File: src/rtl/div_pkg.sv
// div_pkg: shared types and constants for the divider front end.
//   state_t   - controller FSM states
//   OP_QUOT / OP_REM - request opcode encodings
//   DBZ_MAG   - quotient magnitude reported on divide-by-zero
//   req_t     - queued request record {op, tag, a, b}
//   sm_pack   - builds a sign-magnitude word, suppressing negative zero
package div_pkg;

  typedef enum logic [1:0] {
    IDLE   = 2'd0,
    ISSUE  = 2'd1,
    WAIT   = 2'd2,
    RESULT = 2'd3
  } state_t;

  localparam logic OP_QUOT = 1'b0;
  localparam logic OP_REM  = 1'b1;

  localparam logic [30:0] DBZ_MAG = 31'h7FFF_FFFF;

  // The tag field is sized for the widest tag any instance may use; the
  // controller zero-extends on entry and truncates on exit, so TAG_W must
  // not exceed REQ_TAG_MAX.
  localparam int REQ_TAG_MAX = 16;

  typedef struct packed {
    logic                   op;
    logic [REQ_TAG_MAX-1:0] tag;
    logic [31:0]            a;
    logic [31:0]            b;
  } req_t;

  // A zero magnitude always carries a positive sign.
  function automatic logic [31:0] sm_pack(input logic sign, input logic [30:0] mag);
    return {sign & (mag != 31'd0), mag};
  endfunction

endpackage

File: src/rtl/div_req_fifo.sv
// div_req_fifo: DEPTH-entry request queue.
//   clk, rst        - clock, synchronous active-high reset (empties the queue)
//   push, push_data - write an entry (ignored while full)
//   pop, pop_data   - head entry is visible on pop_data; pop advances (ignored while empty)
//   full, empty     - occupancy flags
//   count           - number of stored entries, 0..DEPTH
// Simultaneous push and pop are both performed. DEPTH must be a power of two,
// so the pointers wrap by natural overflow.
module div_req_fifo #(
  parameter int  DEPTH   = 2,
  parameter type entry_t = logic [7:0],
  localparam int AW      = $clog2(DEPTH),
  localparam int CW      = AW + 1
) (
  input  logic          clk,
  input  logic          rst,
  input  logic          push,
  input  entry_t        push_data,
  input  logic          pop,
  output entry_t        pop_data,
  output logic          full,
  output logic          empty,
  output logic [CW-1:0] count
);

  entry_t          mem [DEPTH];
  logic [AW-1:0]   wr_ptr_reg;
  logic [AW-1:0]   rd_ptr_reg;
  logic [CW-1:0]   count_reg;
  logic            push_ok;
  logic            pop_ok;

  assign full     = (count_reg == CW'(DEPTH));
  assign empty    = (count_reg == '0);
  assign count    = count_reg;
  assign push_ok  = push & ~full;
  assign pop_ok   = pop & ~empty;

  // Head is read combinationally so the controller can pop and act on the
  // entry in the same IDLE cycle.
  assign pop_data = mem[rd_ptr_reg];

  always_ff @(posedge clk) begin
    if (push_ok) begin
      mem[wr_ptr_reg] <= push_data;
    end
  end

  always_ff @(posedge clk) begin
    if (rst) begin
      wr_ptr_reg <= '0;
      rd_ptr_reg <= '0;
      count_reg  <= '0;
    end else begin
      if (push_ok) begin
        wr_ptr_reg <= wr_ptr_reg + 1'b1;
      end
      if (pop_ok) begin
        rd_ptr_reg <= rd_ptr_reg + 1'b1;
      end
      unique case ({push_ok, pop_ok})
        2'b10:   count_reg <= count_reg + 1'b1;
        2'b01:   count_reg <= count_reg - 1'b1;
        default: count_reg <= count_reg;
      endcase
    end
  end

endmodule

File: src/rtl/div_ctrl.sv
// div_ctrl: request/response front end for the sequential divider.
//   clk, rst                      - clock, synchronous active-high reset
//   req_valid/req_ready           - request handshake; req_ready from registered count
//   req_op, req_tag, req_a, req_b - opcode, writeback tag, sign-magnitude operands
//   div_start, div_a, div_b       - start pulse and operand magnitudes to the divider
//   div_done, div_q, div_r        - divider completion pulse and result magnitudes
//   res_valid/res_ready           - result handshake to writeback
//   res_data, res_tag, res_dbz    - sign-magnitude result, tag, divide-by-zero flag
// One division is in flight at a time; divide-by-zero requests bypass the
// divider and complete straight from IDLE.
module div_ctrl
  import div_pkg::*;
#(
  parameter int DEPTH = 2,
  parameter int TAG_W = 5
) (
  input  logic             clk,
  input  logic             rst,
  input  logic             req_valid,
  output logic             req_ready,
  input  logic             req_op,
  input  logic [TAG_W-1:0] req_tag,
  input  logic [31:0]      req_a,
  input  logic [31:0]      req_b,
  output logic             div_start,
  output logic [30:0]      div_a,
  output logic [30:0]      div_b,
  input  logic             div_done,
  input  logic [30:0]      div_q,
  input  logic [30:0]      div_r,
  output logic             res_valid,
  input  logic             res_ready,
  output logic [31:0]      res_data,
  output logic [TAG_W-1:0] res_tag,
  output logic             res_dbz
);

  localparam int CNT_W = $clog2(DEPTH) + 1;

  state_t           state_reg, state_next;
  req_t             push_entry;
  req_t             head_entry;
  req_t             work_reg;
  req_t             src_entry;
  logic             fifo_full;
  logic             fifo_empty;
  logic [CNT_W-1:0] fifo_count;
  logic             fifo_pop;
  logic             load_res;
  logic             src_dbz;
  logic [30:0]      q_mag;
  logic [30:0]      r_mag;
  logic [31:0]      res_data_reg, res_data_next;
  logic [TAG_W-1:0] res_tag_reg, res_tag_next;
  logic             res_dbz_reg;

  assign req_ready  = (fifo_count < CNT_W'(DEPTH));

  always_comb begin
    push_entry     = '0;
    push_entry.op  = req_op;
    push_entry.tag = REQ_TAG_MAX'(req_tag);
    push_entry.a   = req_a;
    push_entry.b   = req_b;
  end

  div_req_fifo #(
    .DEPTH   (DEPTH),
    .entry_t (req_t)
  ) u_fifo (
    .clk       (clk),
    .rst       (rst),
    .push      (req_valid & ~fifo_full),
    .push_data (push_entry),
    .pop       (fifo_pop),
    .pop_data  (head_entry),
    .full      (fifo_full),
    .empty     (fifo_empty),
    .count     (fifo_count)
  );

  always_ff @(posedge clk) begin
    if (rst) begin
      state_reg <= IDLE;
    end else begin
      state_reg <= state_next;
    end
  end

  always_comb begin
    state_next = state_reg;
    fifo_pop   = 1'b0;
    load_res   = 1'b0;
    div_start  = 1'b0;
    unique case (state_reg)
      IDLE: begin
        if (!fifo_empty) begin
          fifo_pop = 1'b1;
          if (head_entry.b[30:0] == 31'd0) begin
            load_res   = 1'b1;
            state_next = RESULT;
          end else begin
            state_next = ISSUE;
          end
        end
      end
      ISSUE: begin
        div_start  = 1'b1;
        state_next = WAIT;
      end
      WAIT: begin
        if (div_done) begin
          load_res   = 1'b1;
          state_next = RESULT;
        end
      end
      RESULT: begin
        if (res_ready) begin
          state_next = IDLE;
        end
      end
      default: state_next = IDLE;
    endcase
  end

  // Result source: in IDLE the only result ever loaded is a divide-by-zero
  // taken straight from the queue head; otherwise it is the working request
  // combined with the divider's magnitudes.
  always_comb begin
    src_dbz       = (state_reg == IDLE);
    src_entry     = src_dbz ? head_entry : work_reg;
    q_mag         = src_dbz ? DBZ_MAG : div_q;
    r_mag         = src_dbz ? src_entry.a[30:0] : div_r;
    res_tag_next  = TAG_W'(src_entry.tag);
    if (src_entry.op == OP_QUOT) begin
      res_data_next = sm_pack(src_entry.a[31] ^ src_entry.b[31], q_mag);
    end else begin
      res_data_next = sm_pack(src_entry.a[31], r_mag);
    end
  end

  always_ff @(posedge clk) begin
    if (rst) begin
      work_reg     <= '0;
      res_data_reg <= '0;
      res_tag_reg  <= '0;
      res_dbz_reg  <= 1'b0;
    end else begin
      if (fifo_pop) begin
        work_reg <= head_entry;
      end
      if (load_res) begin
        res_data_reg <= res_data_next;
        res_tag_reg  <= res_tag_next;
        res_dbz_reg  <= src_dbz;
      end
    end
  end

  // Operands stay on the working register, which only changes on a pop, so
  // they hold from start until done.
  assign div_a     = work_reg.a[30:0];
  assign div_b     = work_reg.b[30:0];
  assign res_valid = (state_reg == RESULT);
  assign res_data  = res_data_reg;
  assign res_tag   = res_tag_reg;
  assign res_dbz   = res_dbz_reg;

endmodule

File: config.mk
export PLATFORM = sky130hd
export DESIGN_NAME = div_ctrl
export DESIGN_NICKNAME = d
export VERILOG_FILES = /design/src/rtl/div_pkg.sv /design/src/rtl/div_req_fifo.sv /design/src/rtl/div_ctrl.sv
export SDC_FILE = /design/constraint.sdc
export NUM_CORES = 1
export LEC_CHECK = 0
export CORE_UTILIZATION = 50
export DETAILED_ROUTE_END_ITERATION = 8
export GPL_ROUTABILITY_DRIVEN = 0
export HOLD_SLACK_MARGIN = 0.1
export PLACE_DENSITY = 0.8
export REMOVE_ABC_BUFFERS = 1
export SETUP_SLACK_MARGIN = 0.05
export SLEW_MARGIN = 25
export SYNTH_ARGS = -nofsm -noshare
export SYNTH_HDL_FRONTEND = slang
export SYNTH_SLANG_ARGS = --single-unit
export TNS_END_PERCENT = 100
File: constraint.sdc
create_clock -name clk -period 5.1 [get_ports clk]
set_input_delay 1.02 -clock clk [delete_from_list [all_inputs] [get_ports clk]]
set_output_delay 1.02 -clock clk [all_outputs]
set_load 0.02 [all_outputs]
==> impl_results.md <==
* Status: finished, final reports clean
* Site Rows at 52
* Synth Area in Simple Gates at 0.107
* Critical path arrival at 3.66 ns
* Area leader, netlist: edfxtp_1
* CTS buffer count at 26
* Largest net degree at the start of global routing at 75
* Initial antenna violation count at 1
* Cell area after synthesis at 10600 µm²
* Filler cells at 1529
* CP max FO at 61
* DRT antenna net count at 0
* Starting Density at 0.517
* Largest register FFs at 140
* Max-slew headroom at 0.317
* Via count at 7424
* Leakage at 4.74 nW
* Die width at 148 µm
* CTS Root Cell: clkbuf_16
* Grt total ovfl at 0
* Post-synthesis mux area share at 0.0910
* Core area at 20500 µm²
* Unrepaired setup endpoints after global routing: no
* Fin nets at 1210
* Yosys reg bits at 255
* Die ar. at 21800 µm²
* Wire per inst at 18.7 µm
* Top post-synthesis cells by area: edfxtp_1, dfxtp_1, mux2i_1
* Yosys top cell area share at 0.396
* Final Max Tran Viols at 0
* Proportion of layout cells with a drive suffix above 1 at 0.0653
* Post-Synth Adder-Cell Area at 0.00708
* Slew @ Worst Pin at 1.02 ns
* Setup Skew at 0.0193 ns
* Multi-input gate area at 3390 µm²
* Worst skew pair latency at 0.52 ns
* First-pass GRT wire length at 39000 µm
* Primary FF master, synth: edfxtp_1
* Pwr Density at 595 nW/µm²
* Pre-CTS setup slack at 1.76 ns
* R2R cell count at 7
* Hold-critical path depth at 2
* Maximum VDD drop at 0.393 mV
* Post-synth EDFFs at 140
* Number of distinct library cells after synthesis at 40
* Worst-path clk slew at 0.06 ns
* Via/cell ratio at 5.47
* Final Cycle Share at 0.648
* Cells after Synth at 916
* Worst path required time at 5.45 ns
* Crit path time final at 3.30 ns
* Ys Warns at 0
* Number of global-route vias before repair at 7281
* Hold Violations, Final at 0
* Avg Inst Size Synth at 11.6 µm²
* Hold-fix buffers, CTS at 0
* Final Util at 0.667
* Cts repair resizes at 0
* Clock Path Buffers at 3
* Register area share after synthesis at 0.614
* Compound-gate portion of the synthesized area at 0.106
* Setup bufs post-CTS at 0
* Setup WS post-layout at 1.80 ns
* Largest family of logic cells by synthesized area: simple AND/OR/NAND/NOR gates
* Clock sink count at 255
* Area grow syn2layout at 28.9%
* Port bufs at 239
* H-tree levels at 1
* Overall die height at 148 µm
* Drt pass-1 iters at 5
* Async S/R FF share, synth at 0
* Xor-xnor portion of the synthesized cell area at 0.00413
* WL final at 25400 µm
* Total Routing Usage GR at 0.232
* Max frequency at 0.303 GHz
* Final setup viols at 0
* DRC at 0
* First DRT Iteration DRCs at 421
* Hold crit path type: flop to flop
* Ports at 240
* Max Cap Viol at 0
* HPWL Detailed at 16900 µm
* Worst setup SP type: flop
* Register area at 6510 µm²
* Setup CP Type: flop to flop
* CTS tree: yes
* Crit path capture type: flop
-- cell families after synthesis --
kind of cell	count (synthesis)
compound gates	168
xor+xnor	5
fa+ha+maj	6
buf+inv	133
flops	255
mux	95
simple gates	254
-- power breakdown --
group	switching (mW)	internal [mW]	leakage (nW)
combinational	1.78	1.26	2.02
sequential	0.317	2.76	2.25
clock	0.771	1.24	0.467
total	2.87	5.26	4.74
-- routing by layer --
layer / part of all wire / GRT usage
met5: 0 / 0
met4: 0.044 / 0.104
met3: 0.050 / 0.0414
met2: 0.49 / 0.395
met1: 0.41 / 0.288
-- cells in the final DEF, fill, tap and decap left out, types with 11 or more instances in the layout --
cell,instances
mux2i_1,84
clkdlybuf4s50_1,238
a21oi_1,45
nor3b_1,12
buf_4,11
nand2_1,26
edfxtp_1,140
clkbuf_16,30
nor2_1,160
dfxtp_1,114
nor4_1,20
a211oi_1,60
a211o_1,24
nor3_1,15
o21ai_0,27
-- final cells by class --
class / instances / area share
Sequential cell: 255 / 0.476
Clock buffer: 36 / 0.0580
Clock inverter: 12 / 0.0104
Multi-Input combinational cell: 528 / 0.248
Timing Repair Buffer: 249 / 0.180
Tap cell: 270 / 0.0247
Inverter: 7 / 0.00192
Antenna cell: 1 / 0.000183
-- synthesized netlist by cell type (2+ instances only) --
library cell	number
mux2_1	4
ha_1	6
xnor2_1	4
a211o_1	24
inv_1	7
buf_2	13
mux2i_1	84
a21oi_1	45
a22oi_1	2
or4_1	3
dfxtp_1	115
nor4_1	20
a21o_1	2
buf_4	64
nor2_1	162
o21ai_0	27
a211oi_1	60
nor3b_1	12
nor2b_1	2
nand4_1	7
or3_1	2
buf_1	5
clkbuf_1	44
nand2_1	26
edfxtp_1	140
o21ai_1	2
nor3_1	15
mux2_2	7
-- through the flow --
step                      total power [mW]  cell area [µm²]  setup TNS (ns)  hold WS [ns]  cells
after floorplan                       5.02             9870          -78.85         0.465    790
after global placement                6.09            12700               0         0.437   1309
after detailed placement              6.16            12700               0         0.443   1309
after CTS                             8.19            13700               0         0.451   1357
after global routing                  8.58            13700               0         0.469   1357
final                                 8.13            13700               0         0.451   1358
-- worst max-delay path, stage by stage (launching register included) --
cell and delay (ns):
dfxtp_4 1.00, buf_4 0.46, mux2i_1 0.26, a21oi_1 0.10
or4_1 0.56, or4_1 0.54, o21ai_1 0.13, a221oi_1 0.08
-- path summary, 6_finish.rpt --
| path | startpoint | to | slack, ns |
|---|---|---|---|
| worst max-delay path | flop | res_data[31]$_SDFFE_PP0P_ | 1.80 |
| worst min-delay path | res_data[25]$_SDFFE_PP0P_ | res_data[25]$_SDFFE_PP0P_ | 0.45 |
| worst max register to register | flop | res_data[31]$_SDFFE_PP0P_ | 1.80 |
| worst min register to register | res_data[25]$_SDFFE_PP0P_ | res_data[25]$_SDFFE_PP0P_ | 0.45 |
Note: power is estimated with default switching activity, not from simulation.
